[config.mk]
export PLATFORM = sky130hd
export DESIGN_NAME = uart_tx_arbiter
export DESIGN_NICKNAME = d
export VERILOG_FILES = /design/src/rtl/uart_arb_pkg.sv /design/src/rtl/uart_tx_serializer.sv /design/src/rtl/uart_tx_arbiter.sv
export SDC_FILE = /design/constraint.sdc
export NUM_CORES = 1
export LEC_CHECK = 0
export ABC_CLOCK_PERIOD_IN_PS = 2050
export BUFFER_PORTS_ARGS = -buffer_cell sky130_fd_sc_hd__clkbuf_2
export CAP_MARGIN = 25
export CORE_MARGIN = 2
export CORE_UTILIZATION = 40
export DETAILED_ROUTE_END_ITERATION = 10
export PLACE_DENSITY_LB_ADDON = 0.15
export SLEW_MARGIN = 20
export SYNTH_ARGS = -nofsm -noshare
export SYNTH_HDL_FRONTEND = slang
export SYNTH_SLANG_ARGS = --single-unit
[constraint.sdc]
create_clock -name clk -period 2.05 [get_ports clk]
set_clock_uncertainty 0.1 [all_clocks]
set_input_delay 0.41 -clock clk [delete_from_list [all_inputs] [get_ports clk]]
set_output_delay 0.41 -clock clk [all_outputs]
set_load 0.05 [all_outputs]
[src/rtl/uart_arb_pkg.sv]
// Shared types and constants for the two-requester UART transmit arbiter.
package uart_arb_pkg;

    localparam int DATA_BITS = 8;
    localparam int BIT_CNT_W = 3;

    typedef enum logic [1:0] {
        IDLE  = 2'd0,
        START = 2'd1,
        DATA  = 2'd2,
        STOP  = 2'd3
    } state_t;

    typedef logic req_idx_t;

    localparam req_idx_t REQ_S0 = 1'b0;
    localparam req_idx_t REQ_S1 = 1'b1;

    // Round-robin tie break: the requester that was not served last wins.
    function automatic req_idx_t rr_pick(input req_idx_t last_served);
        return ~last_served;
    endfunction

endpackage

[src/rtl/uart_tx_serializer.sv]
// 8N1 LSB-first serializer: captures a byte on start and shifts it out with
// a registered line output; busy is high in every state other than IDLE.
module uart_tx_serializer
    import uart_arb_pkg::*;
#(
    parameter int CLK_DIV = 417
) (
    input  logic                 clk,
    input  logic                 rst,
    input  logic                 start,
    input  logic [DATA_BITS-1:0] data,
    output logic                 uart_tx,
    output logic                 busy
);

    localparam int BW = (CLK_DIV > 1) ? $clog2(CLK_DIV) : 1;
    localparam logic [BW-1:0]        BAUD_RELOAD = BW'(CLK_DIV - 1);
    localparam logic [BIT_CNT_W-1:0] LAST_BIT    = BIT_CNT_W'(DATA_BITS - 1);

    state_t                 state_r;
    logic [BW-1:0]          baud_cnt_r;
    logic [BIT_CNT_W-1:0]   bit_cnt_r;
    logic [DATA_BITS-1:0]   shift_r;
    logic                   tx_r;
    logic                   busy_r;
    logic                   bit_end_s;

    assign bit_end_s = (baud_cnt_r == {BW{1'b0}});

    // Frame sequencer: baud counter reloads at every bit boundary.
    always_ff @(posedge clk) begin
        if (rst) begin
            state_r    <= IDLE;
            baud_cnt_r <= {BW{1'b0}};
            bit_cnt_r  <= {BIT_CNT_W{1'b0}};
            shift_r    <= {DATA_BITS{1'b0}};
            tx_r       <= 1'b1;
            busy_r     <= 1'b0;
        end else begin
            case (state_r)
                IDLE: begin
                    if (start) begin
                        state_r    <= START;
                        baud_cnt_r <= BAUD_RELOAD;
                        shift_r    <= data;
                        tx_r       <= 1'b0;
                        busy_r     <= 1'b1;
                    end else begin
                        tx_r   <= 1'b1;
                        busy_r <= 1'b0;
                    end
                end
                START: begin
                    if (bit_end_s) begin
                        state_r    <= DATA;
                        baud_cnt_r <= BAUD_RELOAD;
                        tx_r       <= shift_r[0];
                        shift_r    <= {1'b0, shift_r[DATA_BITS-1:1]};
                    end else begin
                        baud_cnt_r <= baud_cnt_r - BW'(1);
                    end
                end
                DATA: begin
                    if (bit_end_s) begin
                        baud_cnt_r <= BAUD_RELOAD;
                        // Counter wraps 7->0 on the exit to STOP.
                        bit_cnt_r  <= bit_cnt_r + 3'd1;
                        if (bit_cnt_r == LAST_BIT) begin
                            state_r <= STOP;
                            tx_r    <= 1'b1;
                        end else begin
                            tx_r    <= shift_r[0];
                            shift_r <= {1'b0, shift_r[DATA_BITS-1:1]};
                        end
                    end else begin
                        baud_cnt_r <= baud_cnt_r - BW'(1);
                    end
                end
                STOP: begin
                    if (bit_end_s) begin
                        state_r <= IDLE;
                        busy_r  <= 1'b0;
                        tx_r    <= 1'b1;
                    end else begin
                        baud_cnt_r <= baud_cnt_r - BW'(1);
                    end
                end
                default: begin
                    state_r    <= IDLE;
                    baud_cnt_r <= {BW{1'b0}};
                    bit_cnt_r  <= {BIT_CNT_W{1'b0}};
                    tx_r       <= 1'b1;
                    busy_r     <= 1'b0;
                end
            endcase
        end
    end

    assign uart_tx = tx_r;
    assign busy    = busy_r;

endmodule

[src/rtl/uart_tx_arbiter.sv]
// Two-requester UART transmitter: round-robin byte arbitration with a
// packet lock that keeps the line owned until the requester's last byte.
module uart_tx_arbiter
    import uart_arb_pkg::*;
#(
    parameter int CLK_DIV = 417
) (
    input  logic                 clk,
    input  logic                 rst,
    input  logic [DATA_BITS-1:0] s0_data,
    input  logic                 s0_valid,
    input  logic                 s0_last,
    output logic                 s0_ready,
    input  logic [DATA_BITS-1:0] s1_data,
    input  logic                 s1_valid,
    input  logic                 s1_last,
    output logic                 s1_ready,
    output logic                 uart_tx,
    output logic                 busy,
    output logic                 grant,
    output logic                 locked
);

    req_idx_t               last_served_r;
    req_idx_t               grant_r;
    logic                   locked_r;

    logic                   s0_ready_s;
    logic                   s1_ready_s;
    logic                   start_s;
    req_idx_t               xfer_idx_s;
    logic [DATA_BITS-1:0]   xfer_data_s;
    logic                   xfer_last_s;
    logic                   ser_busy_s;

    // Ready selection: at most one requester, only while the serializer idles.
    always_comb begin
        s0_ready_s = 1'b0;
        s1_ready_s = 1'b0;
        if (rst || ser_busy_s) begin
            s0_ready_s = 1'b0;
            s1_ready_s = 1'b0;
        end else if (locked_r) begin
            if (grant_r == REQ_S0) begin
                s0_ready_s = s0_valid;
            end else begin
                s1_ready_s = s1_valid;
            end
        end else if (s0_valid && s1_valid) begin
            if (rr_pick(last_served_r) == REQ_S0) begin
                s0_ready_s = 1'b1;
            end else begin
                s1_ready_s = 1'b1;
            end
        end else begin
            s0_ready_s = s0_valid;
            s1_ready_s = s1_valid;
        end
    end

    // Transfer detection and byte mux toward the serializer.
    always_comb begin
        start_s = (s0_valid && s0_ready_s) || (s1_valid && s1_ready_s);
        if (s1_ready_s) begin
            xfer_idx_s  = REQ_S1;
            xfer_data_s = s1_data;
            xfer_last_s = s1_last;
        end else begin
            xfer_idx_s  = REQ_S0;
            xfer_data_s = s0_data;
            xfer_last_s = s0_last;
        end
    end

    // Ownership, lock and round-robin pointer, updated on every transfer.
    always_ff @(posedge clk) begin
        if (rst) begin
            locked_r      <= 1'b0;
            grant_r       <= REQ_S0;
            last_served_r <= REQ_S1;
        end else if (start_s) begin
            locked_r      <= ~xfer_last_s;
            grant_r       <= xfer_idx_s;
            last_served_r <= xfer_idx_s;
        end
    end

    uart_tx_serializer #(
        .CLK_DIV (CLK_DIV)
    ) u_ser (
        .clk     (clk),
        .rst     (rst),
        .start   (start_s),
        .data    (xfer_data_s),
        .uart_tx (uart_tx),
        .busy    (ser_busy_s)
    );

    assign s0_ready = s0_ready_s;
    assign s1_ready = s1_ready_s;
    assign busy     = ser_busy_s;
    assign grant    = grant_r;
    assign locked   = locked_r;

endmodule

== Word level (Yosys, flattened, before mapping) ==
Cells that the tools add are included.

* Add/subtract/negate cells: 2
* Bitwise operators: 1
* Equal/unequal tests: 11
* Reduce and logical (&&, ||, !) cells: 16
* Muxes and demuxes: 37

{| class="wikitable"
|+ Operators by type and width
! operator !! number
|-
| two-way mux 8 bit || 5
|-
| two-way mux 9 bit || 3
|-
| one-hot mux 9 bit (3 select lines) || 1
|-
| one-hot mux 8 bit (3 select lines) || 1
|-
| two-way mux 1 bit || 19
|-
| two-way mux 2 bit || 5
|-
| AND reduction 5 bit || 2
|-
| zero test 9 bit || 1
|-
| subtractor 9 x 1 -> 9 bit, second input constant || 1
|-
| inequality test 2 x 1 -> 1 bit, second input constant || 4
|-
| one-hot mux 2 bit (4 select lines) || 1
|-
| inequality test 2 bit, second input constant || 3
|-
| AND reduction 2 bit || 3
|-
| equality test 2 bit, second input constant || 2
|-
| one-hot mux 1 bit (4 select lines) || 1
|-
| adder 3 x 1 -> 3 bit, second input constant || 1
|-
| equality test 3 bit, second input constant || 1
|-
| logical AND 1 bit || 3
|-
| AND reduction 3 bit || 1
|-
| nonzero test 3 bit || 1
|-
| equality test 2 x 1 -> 1 bit, second input constant || 1
|-
| zero test 2 bit || 1
|-
| logical OR 1 bit || 2
|-
| one-hot mux 1 bit (2 select lines) || 1
|-
| other kinds (3) || 3
|}

* Register bits: 27
* Word-level logic and storage cells: 76
* Input bits: 22
* Output and inout bits: 6

== Logic depth before layout (Yosys ltp) ==
Gate-level depths: netlist of the first run.

* Depth in word-level cells: 8
* Mapped depth: 9
* Mapped depth without buffers: 7

== Modules after synthesis ==
From an unflattened synthesis of the first run, not the netlist that was laid out.

* Cell total of the unflattened synthesis: 173
* Area, all modules: 1651.6 µm²

{| class="wikitable"
|+ By module, submodules not included
! module !! seq. area each (µm²) !! area an instance (µm²) !! times used !! cells each
|-
| uart_tx_serializer || 480.5 || 1320.0 || 1 || 141
|-
| uart_tx_arbiter || 60.1 || 331.6 || 1 || 32
|}

== Worst setup path after synthesis of the first run ==
No wires, ideal clock.

* Kind: register to output
* Start point: register locked_r (netlist: locked)
* End point: output port s1_ready
* Data required time: 1.540 ns
* Path slack: -0.163 ns
* Cell stages (with the launch flop): 5
* Data arrival time: 1.703 ns
* Buffers on the path: 1
* Cells stage by stage: dfxtp_1 -> inv_1 -> o2111ai_2 -> buf_2 -> inv_1

* Longest elaborated chain between the ends: 2

{| class="wikitable"
|+ RTL lines
! item !! line !! source
|-
| from (decl) || uart_tx_arbiter.sv:26 || <nowiki>logic locked_r;</nowiki>
|-
| from (signal assigned) || uart_tx_arbiter.sv:82 || <nowiki>locked_r <= ~xfer_last_s;</nowiki>
|-
| two-way mux 1 bit || uart_tx_arbiter.sv:43 || <nowiki>end else if (locked_r) begin</nowiki>
|-
| two-way mux 1 bit || uart_tx_arbiter.sv:40 || <nowiki>if (rst || ser_busy_s) begin</nowiki>
|-
| to (decl) || uart_tx_arbiter.sv:17 || <nowiki>output logic s1_ready,</nowiki>
|}

Every way passes these cells.

== Worst setup path after layout of the first run ==
Same ends and word-level chain as after synthesis.

==> results of run 1 <==
==> cell usage after synthesis (all sizes together) <==
cell type	number	area, um^2
inv	9	33.8
nand4	1	6.26
nand2	9	33.8
nor3	4	25.0
nand4b	1	8.76
dfxtp	27	541
mux2i	4	40.0
a21oi	25	129
o211a	1	10.0
o211ai	8	60.1
a2111o	1	11.3
buf	4	28.8
a211oi	4	30.0
o21ai	8	40.0
nand3b	2	15.0
or4b	1	13.8
o22ai	1	6.26
a2bb2oi	1	15.0
and2	1	6.26
nand3	3	15.0
or3	3	18.8
nor4b	1	8.76
o31ai	3	22.5
a21o	2	15.0
clkbuf	8	30.0
mux2	9	101
nor2	18	88.8
o2111ai	1	15.0
nand2b	18	113
or2	3	18.8
or4	1	11.3
ha	8	100
a211o	1	8.76
a22oi	3	32.5
nor4	3	33.8
xor2	2	17.5
nor2b	2	12.5
a31oi	1	6.26
==> metal layers <==
metal	vias to the layer above	GRT usage	share of wire
li1	791	-	-
met3	4	0.0349	0.032
met5	-	0	0
met2	19	0.275	0.48
met4	0	0.0256	0.0063
met1	706	0.209	0.48
==> sequential cells by signal, indices dropped and copies added, names as in the netlist <==
| register | cells |
|---|---|
| u_ser.baud_cnt_r | 9 |
| u_ser.shift_r | 8 |
| u_ser.bit_cnt_r | 3 |
| u_ser.state_r | 2 |
| grant | 1 |
| last_served_r | 1 |
| locked | 1 |
| u_ser.busy | 1 |
| u_ser.uart_tx | 1 |
==> power groups by stage <==
stage	Clock (W)	Sequential [W]	Combinational (W)
after detailed placement	0	0.000814	0.00216
after floorplan	0	0.000852	0.00153
after CTS	0.000320	0.000804	0.00218
final	0.000307	0.000809	0.00222
after global routing	0.000340	0.000829	0.00246
after global placement	0	0.000814	0.00217
==> area by class of cell <==
type / count / area, um^2 / area share
inverters: 9 / 33.8 / 0.0162
clock buffers: 4 / 45.0 / 0.0216
repair buffers: 42 / 275 / 0.132
flip-flops and latches: 27 / 543 / 0.261
well taps: 50 / 62.6 / 0.0300
multi-input cells: 154 / 1120 / 0.539
==> worst max path at each step <==
stage | endpoint | slack (ps)
2_1_floorplan | s1_ready | 30
3_3_place_gp | s0_ready | 70
3_5_place_dp | u_ser.uart_tx | 70
4_1_cts | s0_ready | 30
5_1_grt | s0_ready | -4
6_report | s1_ready | 90
==> cell families after synthesis <==
logic type	Yosys count	synth area share
compound gates	60	0.233
xor+xnor	2	0.0102
fa+ha+maj	8	0.0581
buf+inv	21	0.0537
flops	27	0.314
mux	13	0.0821
simple gates	71	0.249
==> stage by stage <==
step	area (um^2)	TNS, ps	total power (W)
after floorplan	1730	0	0.00238
after global placement	2000	0	0.00298
after detailed placement	2000	0	0.00298
after CTS	2050	0	0.00331
after global routing	2080	-4.31	0.00363
final	2080	0	0.00334
==> what timing repair did <==
item	in CTS	in global routing
setup buffers	0	0
hold buffers	0	0
endpoints found under the setup margin	1	16
resized for setup	1	9
==> critical path, stage by stage (launching register included) <==
cell	delay [ps]
dfxtp_2	370
nand4b_1	130
o2111ai_2	180
buf_12	200
inv_1	50
buf_2	250
==> run summary, run 1 <==
outcome -> complete, no violations
leakage -> 0.864 nW
YS warnings -> 0
mean post-synth cell area -> 8.53 um^2
most frequent cells in the layout -> clkbuf_2 (25), dfxtp_1 (25), a21oi_1 (24)
Layout fillers -> 399
vias in the first global route -> 1428
Seq cells post-synth -> 27
grt total ovfl -> 0
Sw Share -> 0.448
hold path startpoint -> s1_last
largest net degree at the start of global routing -> 18
total CTS buffers -> 3
Final min period -> 1960 ps
Peak VDD IR -> 0.000637 V
n_diodes -> 0
Root Driver -> clkbuf_8
post-DP HPWL -> 2890 um
Cell variety after synth -> 47
CTS clk-pin slew, worst paths -> 90 ps
initial drt markers -> 86
H-tree depth -> 1
Hold Path Depth -> 4
Worst EP arrival -> 1450 ps
first-pass GRT wire length -> 6510 um
Hold Path End -> locked
dpl ws -> 65.6 ps
Layout Cells excl Fill -> 286
sw power -> 0.00150 W
clock power share -> 0.092
Pre-Repair DR Iteration Count -> 4
post-route ant nets -> 0
R2R Path End -> u_ser.uart_tx
Final period util -> 0.958
RePlAce Congestion -> 0.832
Initial Util -> 0.422
# IOs -> 28
layout cell share with drive strength beyond 1 -> 0.322
WL final -> 3840 um
Setup CP Type -> flip-flop to primary output
post-route DRC violation count -> 0
TritonCTS clock tree -> built
initial antenna violation count -> 0
slack of the worst reg-to-reg path -> 90 ps
sequential power share -> 0.242
DR vias/cell -> 5.31
Slew Viols, Final -> 0
Vias -> 1520
Worst Hold Class -> primary input to flip-flop
worst reg2reg path depth -> 7
combinational power share -> 0.666
CP endpoint kind -> primary output
f_max -> 509 MHz
final hold viol count -> 0
clk_lat worst skew -> 280 ps
final worst slack -> 85.7 ps
cell-internal power -> 0.00184 W
clock sinks -> 27
pwr/cell area -> 1600 mW/mm^2
GRT Total Usage -> 0.160
worst-margin pin slew -> 446 ps
Setup crit start kind -> flip-flop
max-cap viol count -> 0
Mapped Cells -> 202
CP max FO -> 15
register area share after synthesis -> 0.314
die area -> 0.00485 mm^2
Core ar. -> 0.00409 mm^2
area delta synth->final -> 20.8%
maximum clock insertion buffer count -> 2
syn nets -> 232
WL/cell -> 13.4 um
post-layout net count -> 267
Fin Hold WS -> 318 ps
reg-to-reg startpoint -> u_ser.baud_cnt_r[0]
Die X-Extent -> 69.6 um
Critical Path Start -> locked
Rel. slew slack -> 0.700
final core area utilization -> 0.509
RSZ-0062 raised after global routing -> true
die height -> 69.6 um
PortBufs -> 27
Placement Rows -> 23
Inst Count DP -> 282
Cell Area, Synth -> 0.00172 mm^2
Req. time, crit path -> 1540 ps
final number of setup-violating endpoints -> 0
No activity file was read; power rests on OpenSTA's default activity.
==> run 2: changes to the inputs <==
Settings changed: CORE_UTILIZATION 40 to 50, MAX_ROUTING_LAYER from default to met4.
==> run summary, run 2 (synthesized netlist as in run 1, its figures left out) <==
CP endpoint kind -> flip-flop
post-route DRC violation count -> 0
initial drt markers -> 89
DR vias/cell -> 5.66
final hold viol count -> 0
clock sinks -> 27
Req. time, crit path -> 2210 ps
hold path startpoint -> s1_last
area delta synth->final -> 22.2%
Vias -> 1612
pwr/cell area -> 1580 mW/mm^2
outcome -> complete, no violations
Layout fillers -> 292
post-layout net count -> 270
max FFs per register -> 9
Peak VDD IR -> 0.000652 V
R2R Path End -> u_ser.uart_tx
max-cap viol count -> 0
Final min period -> 1990 ps
first-pass GRT wire length -> 6750 um
final number of setup-violating endpoints -> 0
post-route ant nets -> 0
register area -> 544 um^2
Top Registers -> u_ser.baud_cnt_r: 9 flops, u_ser.shift_r: 8 flops, u_ser.bit_cnt_r: 3 flops
die height -> 62.7 um
leakage -> 0.869 nW
Top reg by flops -> u_ser.baud_cnt_r
PortBufs -> 27
Worst EP arrival -> 2150 ps
reg-to-reg startpoint -> u_ser.baud_cnt_r[1]
WL final -> 4050 um
CTS clk-pin slew, worst paths -> 160 ps
TritonCTS clock tree -> built
Setup crit start kind -> flip-flop
Root Driver -> clkbuf_4
H-tree depth -> 1
WL/cell -> 14.2 um
f_max -> 503 MHz
Worst Hold Class -> primary input to flip-flop
initial antenna violation count -> 0
Final period util -> 0.970
slack of the worst reg-to-reg path -> 60 ps
Rel. slew slack -> 0.649
area occupied by multi-input gates -> 0.00114 mm^2
most frequent cells in the layout -> clkbuf_2 (25), a21oi_1 (24), dfxtp_1 (24)
total CTS buffers -> 3
CP max FO -> 5
maximum clock insertion buffer count -> 2
leading cell type in the layout, fill and taps excluded -> clkbuf_2
n_diodes -> 0
Setup CP Type -> flip-flop to flip-flop
largest net degree at the start of global routing -> 18
# IOs -> 28
RePlAce Congestion -> 0.929
Post-Route Setup TNS -> 0 ps
Initial Util -> 0.520
Hold Path End -> locked
final core area utilization -> 0.636
Hold Path Depth -> 4
post-DP HPWL -> 2970 um
GRT Total Usage -> 0.216
worst reg2reg path depth -> 7
Core ar. -> 0.00331 mm^2
clk_lat worst skew -> 340 ps
die area -> 0.00393 mm^2
Pwr Total -> 0.00332 W
Die X-Extent -> 62.7 um
vias in the first global route -> 1482
worst-margin pin slew -> 522 ps
Pre-Repair DR Iteration Count -> 4
Slew Viols, Final -> 0
layout cell share with drive strength beyond 1 -> 0.347
Placement Rows -> 21
grt total ovfl -> 0
==> run 2: changes by cell type in the layout (fill, tap and decap cells not counted), sizes merged <==
cell,previous run,this run
buf,16,19
==> run 2: critical path: stages (launching register included) <==
cell,delay (ps)
dfxtp_2,360
inv_2,90
ha_4,150
or4b_4,530
nor2_8,160
nor2_2,70
a211o_1,280
a21o_1,170
==> run 2: power breakdown <==
part           switching, W  total [W]  internal, W  leakage (nW)
clock              0.000169   0.000245    0.0000765        0.0150
sequential         0.000143   0.000814     0.000671         0.222
combinational       0.00122    0.00226      0.00104         0.632
==> run 2: worst max-delay path by stage <==
stage	startpoint	endpoint	slack, ps	cells past startpoint
6_report	u_ser.baud_cnt_r[1]	u_ser.uart_tx	60	7
5_1_grt	locked	s1_ready	-20	5
4_1_cts	locked	s1_ready	-10	5
3_5_place_dp	u_ser.baud_cnt_r[0]	u_ser.uart_tx	-20	7
3_3_place_gp	u_ser.baud_cnt_r[0]	u_ser.uart_tx	80	7
2_1_floorplan	locked	s1_ready	30	4
==> run 2: area by class of cell <==
cell class | instances | share of cell area
clock buffer | 4 | 0.0125
inverter | 9 | 0.0160
multi-input combinational | 154 | 0.543
sequential | 27 | 0.258
tap | 46 | 0.0273
timing repair buffer | 45 | 0.143
==> run 2: through the flow <==
step | hold slack (ps) | area [um^2] | setup slack, ps | instances
floorplan | 336 | 1730 | 30.1 | 202
global placement | 342 | 1960 | 80.4 | 273
detailed placement | 360 | 1960 | -16.5 | 273
CTS | 251 | 2020 | -10.5 | 279
global route | 250 | 2110 | -15.8 | 285
finish | 260 | 2110 | 62.4 | 285
==> run 2: repair_timing <==
action / CTS / global route
gates cloned: 0 / 0
hold buffers: 0 / 0
resized for setup: 6 / 10
pin swaps: 1 / 0
setup buffers: 2 / 6
endpoints found under the setup margin: 6 / 18
==> run 2: metal layers <==
| layer | routed length, um | global-route usage |
|---|---|---|
| met3 | 180 | 0.0360 |
| met2 | 2020 | 0.344 |
| met1 | 1810 | 0.280 |
| met5 | 0 | - |
| met4 | 38 | 0.0694 |
==> run 3: changes to the inputs <==
Settings changed: GPL_TIMING_DRIVEN from default to 0.
==> run summary, run 3 (synthesized netlist as in run 1, its figures left out) <==
outcome -> complete, no violations
leakage -> 0.845 nW
Final min period -> 1990 ps
Final period util -> 0.969
fin area -> 0.00210 mm^2
WL final -> 4080 um
worst-margin pin slew -> 652 ps
reg-to-reg startpoint -> u_ser.baud_cnt_r[1]
Worst path max stage delay -> 400 ps
max-cap viol count -> 0
n_diodes -> 0
dpl ws -> -208 ps
Setup crit start kind -> flip-flop
largest net degree at the start of global routing -> 17
final worst slack -> 62.7 ps
Worst Hold Class -> primary input to flip-flop
hold path startpoint -> s1_last
post-DP HPWL -> 2780 um
Die X-Extent -> 62.7 um
Top Registers -> u_ser.baud_cnt_r: 9 flops, u_ser.shift_r: 8 flops, u_ser.bit_cnt_r: 3 flops
H-tree depth -> 1
Layout Cells excl Fill -> 282
PortBufs -> 26
Setup CP Type -> flip-flop to primary output
GRT Total Usage -> 0.225
RePlAce Congestion -> 0.905
maximum clock insertion buffer count -> 2
Slowest cell on crit path -> dfxtp_4
Root Driver -> clkbuf_4
Slew Viols, Final -> 0
DP Area -> 0.00191 mm^2
most frequent cells in the layout -> a21oi_1 (24), clkbuf_2 (24), dfxtp_1 (21)
DR vias/cell -> 5.59
Placement Rows -> 21
Vias -> 1575
Req. time, crit path -> 1540 ps
Pre-Repair DR Iteration Count -> 4
Top reg by flops -> u_ser.baud_cnt_r
WL/cell -> 14.5 um
max FFs per register -> 9
final number of setup-violating endpoints -> 0
Fin Hold WS -> 238 ps
Peak VDD IR -> 0.000841 V
pwr/cell area -> 1580 mW/mm^2
Critical Path Start -> locked
met2 global-route usage -> 0.339
CTS clk-pin slew, worst paths -> 160 ps
cts hold-fix bufs -> 0
met1 Use GR -> 0.301
area delta synth->final -> 22.1%
die height -> 62.7 um
crit-path cells -> nand4b_1 > o2111ai_4 > buf_6 > inv_1 > buf_4
met3 usage -> 0.0360
Worst EP arrival -> 1480 ps
layout cell share with drive strength beyond 1 -> 0.343
CP max FO -> 8
initial antenna violation count -> 0
first-pass GRT wire length -> 6890 um
Initial Util -> 0.520
gr busiest metal -> met2
post-route DRC violation count -> 0
initial drt markers -> 124
Inst Count DP -> 274
TritonCTS clock tree -> built
final hold viol count -> 0
total CTS buffers -> 3
grt total ovfl -> 0
die area -> 0.00393 mm^2
CP endpoint kind -> primary output
Core ar. -> 0.00331 mm^2
f_max -> 503 MHz
Rel. slew slack -> 0.565
# IOs -> 28
post-route ant nets -> 0
clk_lat worst skew -> 350 ps
vias in the first global route -> 1466
post-layout net count -> 267
clock sinks -> 27
## run 3: changes by cell type in the layout (fill, tap and decap cells not counted), sizes merged
| cell | previous run | this run |
|---|---|---|
| buf | 19 | 13 |
| clkinvlp | 0 | 1 |
| clkbuf | 30 | 32 |
## run 3: path summary, 6_finish.rpt
kind | to | slack, ps | cells past startpoint
min | locked | 240 | 4
max reg2reg | u_ser.baud_cnt_r[1] | 80 | 8
min reg2reg | u_ser.bit_cnt_r[1] | 370 | 2
max | s1_ready | 60 | 5
## run 3: worst max-delay path, delay by kind of cell (launching register included)
kind	cells	cell delay, ps
AO/OA/AOI/OAI	1	120
flip-flops	1	400
AND/OR/NAND/NOR	1	230
buffers and inverters	3	390
## run 3: per-stage QoR
| stage | TNS, ps | power [W] | utilization |
|---|---|---|---|
| CTS | 0 | 0.00322 | 0.616 |
| global route | -3.39 | 0.00358 | 0.636 |
| floorplan | 0 | 0.00238 | - |
| detailed placement | -2190 | 0.00278 | 0.578 |
| finish | 0 | 0.00333 | 0.636 |
| global placement | -2060 | 0.00275 | 0.578 |
## run 3: repair_timing
| action | CTS | global route |
|---|---|---|
| pin swaps | 4 | 5 |
| gates resized for setup | 14 | 15 |
| buffers inserted | 4 | 4 |
| endpoints found under the setup margin | 21 | 22 |
## run 3: layer usage
metal | share of wire | wire length [um]
met4 | 0.016 | 67
met5 | 0 | 0
met2 | 0.47 | 1930
met1 | 0.48 | 1960
met3 | 0.030 | 123
## run 3: cell type report
class | instances | area (um^2)
fill | 305 | 1210
multi-input combinational | 154 | 1180
sequential | 27 | 551
timing repair buffer | 34 | 201
tap | 46 | 57.6
buffer | 8 | 50.0
inverter | 9 | 38.8
clock buffer | 3 | 22.5
clock inverter | 1 | 7.51
## run 3: power breakdown
group | internal, W | leakage, nW | switching, W | total [W]
clock network | 0.0000751 | 0.0139 | 0.000180 | 0.000255
logic | 0.00102 | 0.607 | 0.00124 | 0.00225
registers | 0.000676 | 0.224 | 0.000147 | 0.000823
